### config.mk
export PLATFORM = sky130hd
export DESIGN_NAME = lm32_compare_stage
export DESIGN_NICKNAME = d
export VERILOG_FILES = /design/src/rtl/lm32_compare_stage_pkg.sv /design/src/rtl/lm32_condition_eval.sv /design/src/rtl/lm32_compare_stage.sv
export SDC_FILE = /design/constraint.sdc
export NUM_CORES = 1
export LEC_CHECK = 0
export BUFFER_PORTS_ARGS = -buffer_cell sky130_fd_sc_hd__buf_2
export CORE_UTILIZATION = 41
export CTS_CLUSTER_DIAMETER = 30
export DETAILED_ROUTE_END_ITERATION = 10
export MAX_ROUTING_LAYER = met4
export PLACE_DENSITY = 0.87
export SYNTH_ARGS = -nofsm -noshare
export SYNTH_HDL_FRONTEND = slang
export SYNTH_SLANG_ARGS = --single-unit
### constraint.sdc
create_clock -name clk_i -period 3.05 [get_ports clk_i]
set_input_delay 0.7625 -clock clk_i [delete_from_list [all_inputs] [get_ports clk_i]]
set_output_delay 0.7625 -clock clk_i [all_outputs]
set_load 0.03 [all_outputs]
### src/rtl/lm32_compare_stage_pkg.sv
// Shared definitions for the LM32 compare stage: condition codes and
// datapath ranges used by the compare stage and the condition evaluator.
package lm32_compare_stage_pkg;

  localparam int LM32_WORD_WIDTH = 32;
  localparam int LM32_PC_WIDTH   = 30;

  localparam logic LM32_TRUE  = 1'b1;
  localparam logic LM32_FALSE = 1'b0;

  typedef enum logic [2:0] {
    LM32_CONDITION_U1  = 3'b000,
    LM32_CONDITION_E   = 3'b001,
    LM32_CONDITION_G   = 3'b010,
    LM32_CONDITION_GE  = 3'b011,
    LM32_CONDITION_GEU = 3'b100,
    LM32_CONDITION_GU  = 3'b101,
    LM32_CONDITION_U2  = 3'b110,
    LM32_CONDITION_NE  = 3'b111
  } lm32_condition_e;

endpackage

### src/rtl/lm32_condition_eval.sv
// Purely combinational condition evaluator: maps the subtraction flags and
// a 3-bit condition code onto a single condition-met bit. Also used by the
// D-stage branch predictor.
module lm32_condition_eval
  import lm32_compare_stage_pkg::*;
(
  input  logic       zero_i,
  input  logic       ge_s_i,
  input  logic       ge_u_i,
  input  logic [2:0] condition_i,
  output logic       condition_met_o
);

  // Decode the condition code against the flags
  always_comb begin
    condition_met_o = LM32_TRUE;
    case (lm32_condition_e'(condition_i))
      LM32_CONDITION_U1:  condition_met_o = LM32_TRUE;
      LM32_CONDITION_U2:  condition_met_o = LM32_TRUE;
      LM32_CONDITION_E:   condition_met_o = zero_i;
      LM32_CONDITION_NE:  condition_met_o = ~zero_i;
      LM32_CONDITION_G:   condition_met_o = ge_s_i & ~zero_i;
      LM32_CONDITION_GE:  condition_met_o = ge_s_i;
      LM32_CONDITION_GU:  condition_met_o = ge_u_i & ~zero_i;
      LM32_CONDITION_GEU: condition_met_o = ge_u_i;
      default:            condition_met_o = LM32_TRUE;
    endcase
  end

endmodule

### src/rtl/lm32_compare_stage.sv
// LM32 X->M compare stage: evaluates the compare/branch condition from the
// X-stage subtractor flags, and registers condition, compare value and branch
// resolution into the M pipeline register with stall/kill handling.
// Optional: `define CFG_BRANCH_STATS_EN adds saturating branch/mispredict
// counters with a clear input.
module lm32_compare_stage
  import lm32_compare_stage_pkg::*;
#(
  parameter int WORD_WIDTH = 32,
  parameter int PC_WIDTH   = 30,
  parameter int STAT_WIDTH = 16
) (
  input  logic                  clk_i,
  input  logic                  rst_i,
  input  logic                  valid_x,
  input  logic [2:0]            condition_x,
  input  logic                  branch_x,
  input  logic                  predict_taken_x,
  input  logic [PC_WIDTH-1:0]   branch_target_x,
  input  logic [PC_WIDTH-1:0]   pc_x,
  input  logic [WORD_WIDTH-1:0] adder_result_x,
  input  logic                  adder_carry_n_x,
  input  logic                  adder_overflow_x,
  input  logic                  stall_m,
  input  logic                  kill_x,
  input  logic                  kill_m,
`ifdef CFG_BRANCH_STATS_EN
  input  logic                  stats_clr_i,
  output logic [STAT_WIDTH-1:0] branch_count_o,
  output logic [STAT_WIDTH-1:0] mispredict_count_o,
`endif
  output logic                  valid_m,
  output logic                  condition_met_m,
  output logic [WORD_WIDTH-1:0] compare_result_m,
  output logic                  branch_m,
  output logic                  branch_taken_m,
  output logic                  mispredict_m,
  output logic [PC_WIDTH-1:0]   redirect_pc_m
);

  logic zero_x, neg_x, ge_s_x, ge_u_x, condition_met_x;

  assign zero_x = (adder_result_x == '0);
  assign neg_x  = adder_result_x[WORD_WIDTH-1];
  // Signed >= : sign of the difference, corrected by overflow
  assign ge_s_x = ~(neg_x ^ adder_overflow_x);
  assign ge_u_x = adder_carry_n_x;

  lm32_condition_eval u_cond_eval (
    .zero_i          (zero_x),
    .ge_s_i          (ge_s_x),
    .ge_u_i          (ge_u_x),
    .condition_i     (condition_x),
    .condition_met_o (condition_met_x)
  );

  logic                valid_d, branch_d, taken_d;
  logic [PC_WIDTH-1:0] redirect_d;

  assign valid_d    = valid_x & ~kill_x;
  assign branch_d   = branch_x & valid_d;
  assign taken_d    = branch_d & condition_met_x;
  // pc+1 wraps naturally at PC_WIDTH bits
  assign redirect_d = taken_d ? branch_target_x : pc_x + PC_WIDTH'(1);

  // ---- X -> M pipeline register boundary ----
  logic                valid_q, cond_met_q, branch_q, taken_q, predicted_q;
  logic [PC_WIDTH-1:0] redirect_q;

  // M register: reset > kill > stall > load
  always_ff @(posedge clk_i) begin
    if (rst_i) begin
      valid_q     <= 1'b0;
      cond_met_q  <= 1'b0;
      branch_q    <= 1'b0;
      taken_q     <= 1'b0;
      predicted_q <= 1'b0;
      redirect_q  <= '0;
    end else if (kill_m) begin
      // taken is cleared too so a flushed entry never looks taken
      valid_q  <= 1'b0;
      branch_q <= 1'b0;
      taken_q  <= 1'b0;
    end else if (!stall_m) begin
      valid_q     <= valid_d;
      cond_met_q  <= condition_met_x;
      branch_q    <= branch_d;
      taken_q     <= taken_d;
      predicted_q <= predict_taken_x;
      redirect_q  <= redirect_d;
    end
  end

  assign valid_m          = valid_q;
  assign condition_met_m  = cond_met_q;
  assign compare_result_m = {{(WORD_WIDTH-1){1'b0}}, cond_met_q};
  assign branch_m         = branch_q;
  assign branch_taken_m   = taken_q;
  assign redirect_pc_m    = redirect_q;
  assign mispredict_m     = valid_q & branch_q & (taken_q != predicted_q);

`ifdef CFG_BRANCH_STATS_EN
  function automatic logic [STAT_WIDTH-1:0] sat_inc(input logic [STAT_WIDTH-1:0] v);
    return (&v) ? v : v + STAT_WIDTH'(1);
  endfunction

  logic                  retire_branch;
  logic [STAT_WIDTH-1:0] branch_cnt_q, mispredict_cnt_q;

  assign retire_branch = valid_q & branch_q & ~stall_m & ~kill_m;

  // Saturating statistics counters; clear beats increment
  always_ff @(posedge clk_i) begin
    if (rst_i || stats_clr_i) begin
      branch_cnt_q     <= '0;
      mispredict_cnt_q <= '0;
    end else if (retire_branch) begin
      branch_cnt_q <= sat_inc(branch_cnt_q);
      if (mispredict_m) mispredict_cnt_q <= sat_inc(mispredict_cnt_q);
    end
  end

  assign branch_count_o     = branch_cnt_q;
  assign mispredict_count_o = mispredict_cnt_q;
`endif

endmodule

==> results of run 1 <==
==> cells in the mapped netlist (8+ instances only) <==
| library cell | count |
|---|---|
| nor2_1 | 36 |
| xor2_1 | 8 |
| o21ai_0 | 29 |
| clkbuf_1 | 8 |
| xnor2_1 | 21 |
| buf_4 | 33 |
| dfxtp_1 | 35 |
| nand4_1 | 14 |
| nand2_1 | 44 |
| nor4_1 | 8 |
| o21ai_1 | 27 |
| nand3_1 | 11 |
==> flip-flops by register name, indices dropped and copies added, names as in the netlist <==
signal	cells
condition_met_m	1
branch_m	1
predicted_q	1
redirect_pc_m	30
branch_taken_m	1
valid_m	1
==> power groups by stage <==
| stage | Sequential, µW | Combinational (µW) | Clock (µW) |
|---|---|---|---|
| final | 493 | 321 | 322 |
| after global placement | 502 | 314 | 0 |
| after global routing | 496 | 348 | 353 |
| after detailed placement | 503 | 321 | 0 |
| after CTS | 493 | 322 | 332 |
| after floorplan | 550 | 180 | 0 |
==> logic make-up after synthesis <==
group,synth area share (%)
adders and majority gates,0.519
AOI/OAI and AO/OA,14.7
other,0.156
DFF,29.1
and+or+nand+nor,30.4
xor gates and xnor gates,10.5
muxes,0.415
buffers and inverters,14.2
==> placed cells by master, fill, tap and decap left out, types with 8 or more instances in the layout <==
cell type  instances
buf_2            140
conb_1            31
dfxtp_1           35
nand2_1           44
nand3_1           11
nand4_1           14
nor2_1            35
nor4_1             8
o21ai_0           29
o21ai_1           27
xnor2_1           21
xor2_1             8
==> through the flow <==
stage               area (µm²)  setup WS (ns)  total power (µW)  std cells  hold WS (ns)
floorplan                 2520          0.608               731        357         0.465
global placement          3040          0.311               816        529         0.429
finish                    3120          0.540              1140        537         0.444
global route              3120          0.307              1200        537         0.461
detailed placement        3040          0.229               824        529         0.436
CTS                       3120          0.525              1150        537         0.446
==> final cells by class <==
cell class                 instances  area share, %
tap                               72           2.89
multi-input combinational        274           47.7
sequential                        35           22.5
timing repair buffer             147           24.2
inverter                           1          0.120
clock buffer                       7           2.45
clock inverter                     1          0.161
==> per-layer routing <==
layer  vias up  GRT usage (%)  wire length, µm
met4         0           6.48               82
met5         -              -                0
met2       116           40.1             3450
met3         7           3.37              462
li1       1344              -                -
met1      1196           23.6             2670
==> worst min path at each step <==
| stage | from | endpoint | slack (ns) | depth (start not counted) |
|---|---|---|---|---|
| 3_3_place_gp | redirect_pc_m[7] | redirect_pc_m[7] | 0.43 | 2 |
| 2_1_floorplan | predicted_q | predicted_q | 0.47 | 2 |
| 4_1_cts | redirect_pc_m[10] | redirect_pc_m[10] | 0.45 | 2 |
| 6_report | redirect_pc_m[10] | redirect_pc_m[10] | 0.44 | 2 |
| 3_5_place_dp | redirect_pc_m[10] | redirect_pc_m[10] | 0.44 | 2 |
| 5_1_grt | redirect_pc_m[21] | redirect_pc_m[21] | 0.46 | 2 |
==> worst max-delay path, delay by kind of cell <==
family	cells	cell delay, ns
buffers and inverters	1	0.11
and+or+nand+nor	5	1.50
AOI/OAI and AO/OA	1	0.31
==> results.md, run 1 <==
* Setup TNS at 0 ns
* Clock latency on the worst-skew pair at about 0.28 ns
* Slew Limit Fails at 0
* P_sw at just under 400 µW
* Worst flop-to-flop path endpoint: redirect_pc_m[1]
* Synth Flop Type: dfxtp_1
* Final WL at about 6.7 mm
* Total GRT Usage at 21.7%
* Root Buffer: clkbuf_8
* Status: completed
* CTS H-tree lvls at 2
* WS Path Type: in -> reg
* I/O Buffers at 140
* Total I/O pin count at approximately 170
* Iteration-0 DRC Markers at 103
* DRT antenna net count at 0
* Startpoint Class: input port
* Routed WL per cell at between 10 and 15 µm
* Top area cells in the synthesized netlist: dfxtp_1 29%, buf_4 10%, xnor2_1 7.6%
* Clock power share at 28.4%
* Number of buffers added for setup after CTS at 0
* Area of the multi-input gates at 1490 µm²
* Min Tclk post-route at between 2 and 3 ns
* Die X at 78.7 µm
* Reg2reg setup slack at 2.26 ns
* Post-Synthesis Cells at 327
* Slowest CP cell: or4b_4
* Final Hold Fails at 0
* Clock sinks at 35
* # resized after CTS at 0
* Worst VDD drop at 0.165 mV
* Starting density of the core at 43.3%
* RSZ-0062 raised after global routing: false
* Largest net degree at the start of global routing at 32
* N_diodes at 0
* Hpwl dp at 5.35 mm
* Post-synth top area share at 29.1%
* # hold bufs at CTS at 0
* Clk_skew at 0 ns
* Routability Congestion at between 0.8 and 0.9
* Initial antenna violation count at 0
* Power per cell area at approximately 360 nW/µm²
* Register share of total power at about 43%
* Synth Register Bits at 35
* Max-cap viol count at 0
* Leakage power at between 0.001 and 0.0015 µW
* Final net count at between 500 and 600
* Area leader, netlist: dfxtp_1
* Detailed-router iteration count before antenna repair at 5
* Final Util at 55.9%
* CTS tree: yes
* CP endpoint kind: flop
* Vias in the first global route at about 2400
* Global-route wire length before repair at between 10 and 15 mm
* Syn Area/Cell at about 7.4 µm²
* Async set-reset flop share out of synthesis at 0%
* Crit path capture: redirect_pc_m[0]
* Comb power frac at 28.2%
* # fillers at 556
* FF-to-FF Start: redirect_pc_m[1]
* Placeable Area at approximately 5600 µm²
* Clk buf depth at 2
* Worst Reg2Reg Path Length in Cells at 2
* Syn Std Cell Area at ~2400 µm²
* Cell Rows at 27
* Aggregate global routing overflow at 0
* Worst path cell trace: buf_2 -> nor4_1 -> nand4_1 -> or4b_4 -> nand3_2 -> nand2b_1 -> a311oi_1
* Crit path max fanout at 18
* Fraction of layout cells with a size suffix above 1 at between 30 and 40%
* Num CTS Buffers at 5
* Vias per Instance at ~5.0
* Area grow syn2layout at 29.3%
* Worst Hold Class: reg -> reg
* Final Setup Violations at 0
* Register area share after synthesis at between 20% and 30%
* Die Height at just under 80 µm
* Worst endpoint required time at around 3.2 ns
* Netlist cell types at 37
* Period utilisation layout at between 80% and 90%
* FF/Latch Area at roughly 700 µm²
* CP startpoint: adder_result_x[31]
* DRC errors left at 0
* Switching Share at 33.9%
* WP data arrival at approximately 2.7 ns
* Die area at ~6200 µm²
* Via Count at about 2700
* Ys Warns at 0
* Clock transition at the registers of the reported paths at 0.07 ns
* Number of synthesized flops with an enable pin at 0
* Critical Path Max Stage Delay at ~0.54 ns
* Max Freq at approximately 400 MHz
* Internal cell power at around 750 µW
Power figures use the tool's default switching activity.
==> run 2: changes to the inputs <==
--- a/config.mk
+++ b/config.mk
@@ -5,12 +5,13 @@
 export SDC_FILE = /design/constraint.sdc
 export NUM_CORES = 1
 export LEC_CHECK = 0
+export ABC_AREA = 1
 export BUFFER_PORTS_ARGS = -buffer_cell sky130_fd_sc_hd__buf_2
-export CORE_UTILIZATION = 41
+export CORE_UTILIZATION = 42
 export CTS_CLUSTER_DIAMETER = 30
 export DETAILED_ROUTE_END_ITERATION = 10
 export MAX_ROUTING_LAYER = met4
-export PLACE_DENSITY = 0.87
+export PLACE_DENSITY = 0.86
 export SYNTH_ARGS = -nofsm -noshare
 export SYNTH_HDL_FRONTEND = slang
 export SYNTH_SLANG_ARGS = --single-unit
==> constraint.sdc (replaced) <==
create_clock -name clk_i -period 2 [get_ports clk_i]
set_input_delay 0.5 -clock clk_i [delete_from_list [all_inputs] [get_ports clk_i]]
set_output_delay 0.5 -clock clk_i [all_outputs]
set_load 0.03 [all_outputs]
==> results.md, run 2 <==
* Clock sinks at 35
* Final WL at 9.19 mm
* Cell Rows at 31
* Power per cell area at between 500 and 600 nW/µm²
* DRC errors left at 0
* Post-synth top area share at between 20% and 30%
* CTS H-tree lvls at 2
* FF/Latch Area at roughly 700 µm²
* Worst endpoint required time at around 2.2 ns
* Area leader, netlist: dfxtp_1
* Netlist cell types at 33
* Most frequent cell after synthesis: nand2_1
* Setup TNS at 0 ns
* Die Height at slightly below 90 µm
* Min-Delay Endpoint: redirect_pc_m[29]
* Syn Std Cell Area at around 3200 µm²
* Worst Reg2Reg Path Length in Cells at 2
* Period utilisation layout at around 85%
* Async set-reset flop share out of synthesis at 0%
* Routability Congestion at slightly above 0.9
* Worst Tran Pin Value at ~0.96 ns
* # hold bufs at CTS at 0
* Ys Warns at 0
* Worst Hold Class: reg -> reg
* Initial antenna violation count at 0
* Final net count at 746
* Aggregate global routing overflow at 0
* Worst VDD drop at 0.199 mV
* Relative slew margins at ~36%
* M1 WL at 4.16 mm
* Clock transition at the registers of the reported paths at roughly 0.08 ns
* Clock latency on the worst-skew pair at 0.29 ns
* N_diodes at 0
* Area of the multi-input gates at approximately 2000 µm²
* Startpoint Class: input port
* Routed WL per cell at between 10 and 15 µm
* CP endpoint kind: flop
* Total GRT Usage at between 20% and 30%
* Reg2reg setup slack at approximately 1.3 ns
* Clk buf depth at 2
* CTS tree: yes
* Status: completed
* Root Buffer: clkbuf_8
* Design Area, Final at approximately 4000 µm²
* Routed length on met2 at roughly 4.3 mm
* Die area at between 7000 and 8000 µm²
* Global-route wire length before repair at 14.4 mm
* Num CTS Buffers at 5
* Most common cell after layout, fill and taps aside: buf_2
* # fillers at between 700 and 800
* Fraction of layout cells with a size suffix above 1 at approximately a third
* Top routing layer used: met4
* RSZ-0062 raised after global routing: false
* WP data arrival at roughly 1.9 ns
* Register area share after synthesis at between 20% and 30%
* Total I/O pin count at 172
* Vias per Instance at ~4.8
* Hpwl dp at 7.34 mm
* Area grow syn2layout at 25.5%
* Final Setup Violations at 0
* Max-cap viol count at 0
* Worst flop-to-flop path endpoint: redirect_pc_m[6]
* Top area cells in the synthesized netlist: dfxtp_1 22%, nand2_1 14%, buf_4 8.2%
* Die X at around 90 µm
* Largest register FFs at 30
* Hold Path Stages at 2
* Slew Limit Fails at 0
* Starting density of the core at a little over two fifths
* Min Tclk post-route at ~1.7 ns
* Via Count at around 3600
* # resized after CTS at 0
* Commonest cells post-synth: 121 x nand2_1, 68 x inv_1, 51 x nand3_1
* Leakage power at 0.00207 µW
* DRT antenna net count at 0
* Vias in the first global route at 3271
* Placeable Area at between 7000 and 8000 µm²
* WS Path Type: in -> reg
* Met3 Wirelength at 483 µm
* I/O Buffers at 140
* Largest net degree at the start of global routing at 33
* Iteration-0 DRC Markers at roughly 180
* Detailed-router iteration count before antenna repair at 4
* Post-Synthesis Cells at between 500 and 600
* Clk_skew at 0 ns
* Commonest cells after routing, fill and taps aside: 140 x buf_2, 121 x nand2_1, 68 x inv_1
* Number of buffers added for setup after CTS at 0
* Crit path max fanout at 31
* Max Freq at 589 MHz
* Hold path startpoint: redirect_pc_m[29]
* Pre-CTS setup slack at between 0.02 and 0.025 ns
* Final worst slack at roughly 0.30 ns
* Synth Register Bits at 35
* Placed Area at ~3900 µm²
* Synth Flop Type: dfxtp_1
* Final Hold Fails at 0
* Syn Area/Cell at about 6.4 µm²
* Number of synthesized flops with an enable pin at 0
* FF-to-FF Start: redirect_pc_m[6]
run 2: cell count changes after synthesis, moves of 8 or more:
cell,delta
o21ai_1,-26
o21ai_0,-24
inv_1,+67
xnor2_1,-13
nand2_1,+77
nor2_1,+10
nand3_1,+40
nand3_2,+21
xor2_1,+9
a21oi_1,+16
a21oi_2,+16
nor4_1,-8
run 2: routing by layer:
layer | vias to the layer above | global-route usage [%]
met2 | 144 | 41.8
met5 | - | -
met3 | 17 | 2.95
met1 | 1615 | 28.3
met4 | 0 | 8.23
li1 | 1792 | -
run 2: cells by family (layout without fill, tap and decap cells):
logic type	after synthesis	after routing	share of synthesized area, %
fa+ha+maj	1	1	0.390
flops	35	35	21.8
buf+inv	121	228	19.1
compound gates	44	44	8.89
other cells	1	31	0.117
xor+xnor	25	25	6.82
simple gates	277	277	42.8
run 2: worst max-delay path by stage:
stage | startpoint | endpoint | slack, ns
floorplan | adder_result_x[18] | redirect_pc_m[4] | 0.29
global placement | pc_x[13] | redirect_pc_m[18] | 0.08
detailed placement | adder_result_x[2] | redirect_pc_m[6] | 0.02
CTS | adder_result_x[2] | redirect_pc_m[6] | 0.30
global route | pc_x[0] | redirect_pc_m[24] | 0.18
finish | adder_result_x[2] | redirect_pc_m[6] | 0.30
run 2: layout make-up:
type | instances | share of cell area, %
multi-input combinational | 378 | 49.9
timing repair buffer | 150 | 20.2
sequential | 35 | 17.4
inverter | 70 | 6.52
tap | 99 | 3.07
clock buffer | 6 | 2.05
clock inverter | 2 | 0.870
run 2: report_power, final:
group          switching [µW]  internal (µW)  total, µW
logic                     435            213        649
registers                18.3            733        751
clock network             269            403        672
run 2: worst max-delay path, cell delays in order:
cell	delay, ns
buf_2	0.10
nor2_1	0.11
nand2_1	0.07
nor2_1	0.11
nand2_1	0.11
nor2_4	0.12
nand2_2	0.06
nand2_2	0.07
nand3_4	0.09
buf_12	0.20
nand3_2	0.07
nand3_1	0.12
a21oi_2	0.19
run 2: metrics by stage:
| step | hold WS, ns | util [%] | total power, µW | std cells |
|---|---|---|---|---|
| floorplan | 0.454 | - | 1240 | 534 |
| global placement | 0.449 | 53.4 | 1400 | 732 |
| detailed placement | 0.452 | 53.4 | 1410 | 732 |
| CTS | 0.458 | 55.0 | 2080 | 740 |
| global route | 0.469 | 55.0 | 2180 | 740 |
| finish | 0.463 | 55.0 | 2070 | 740 |
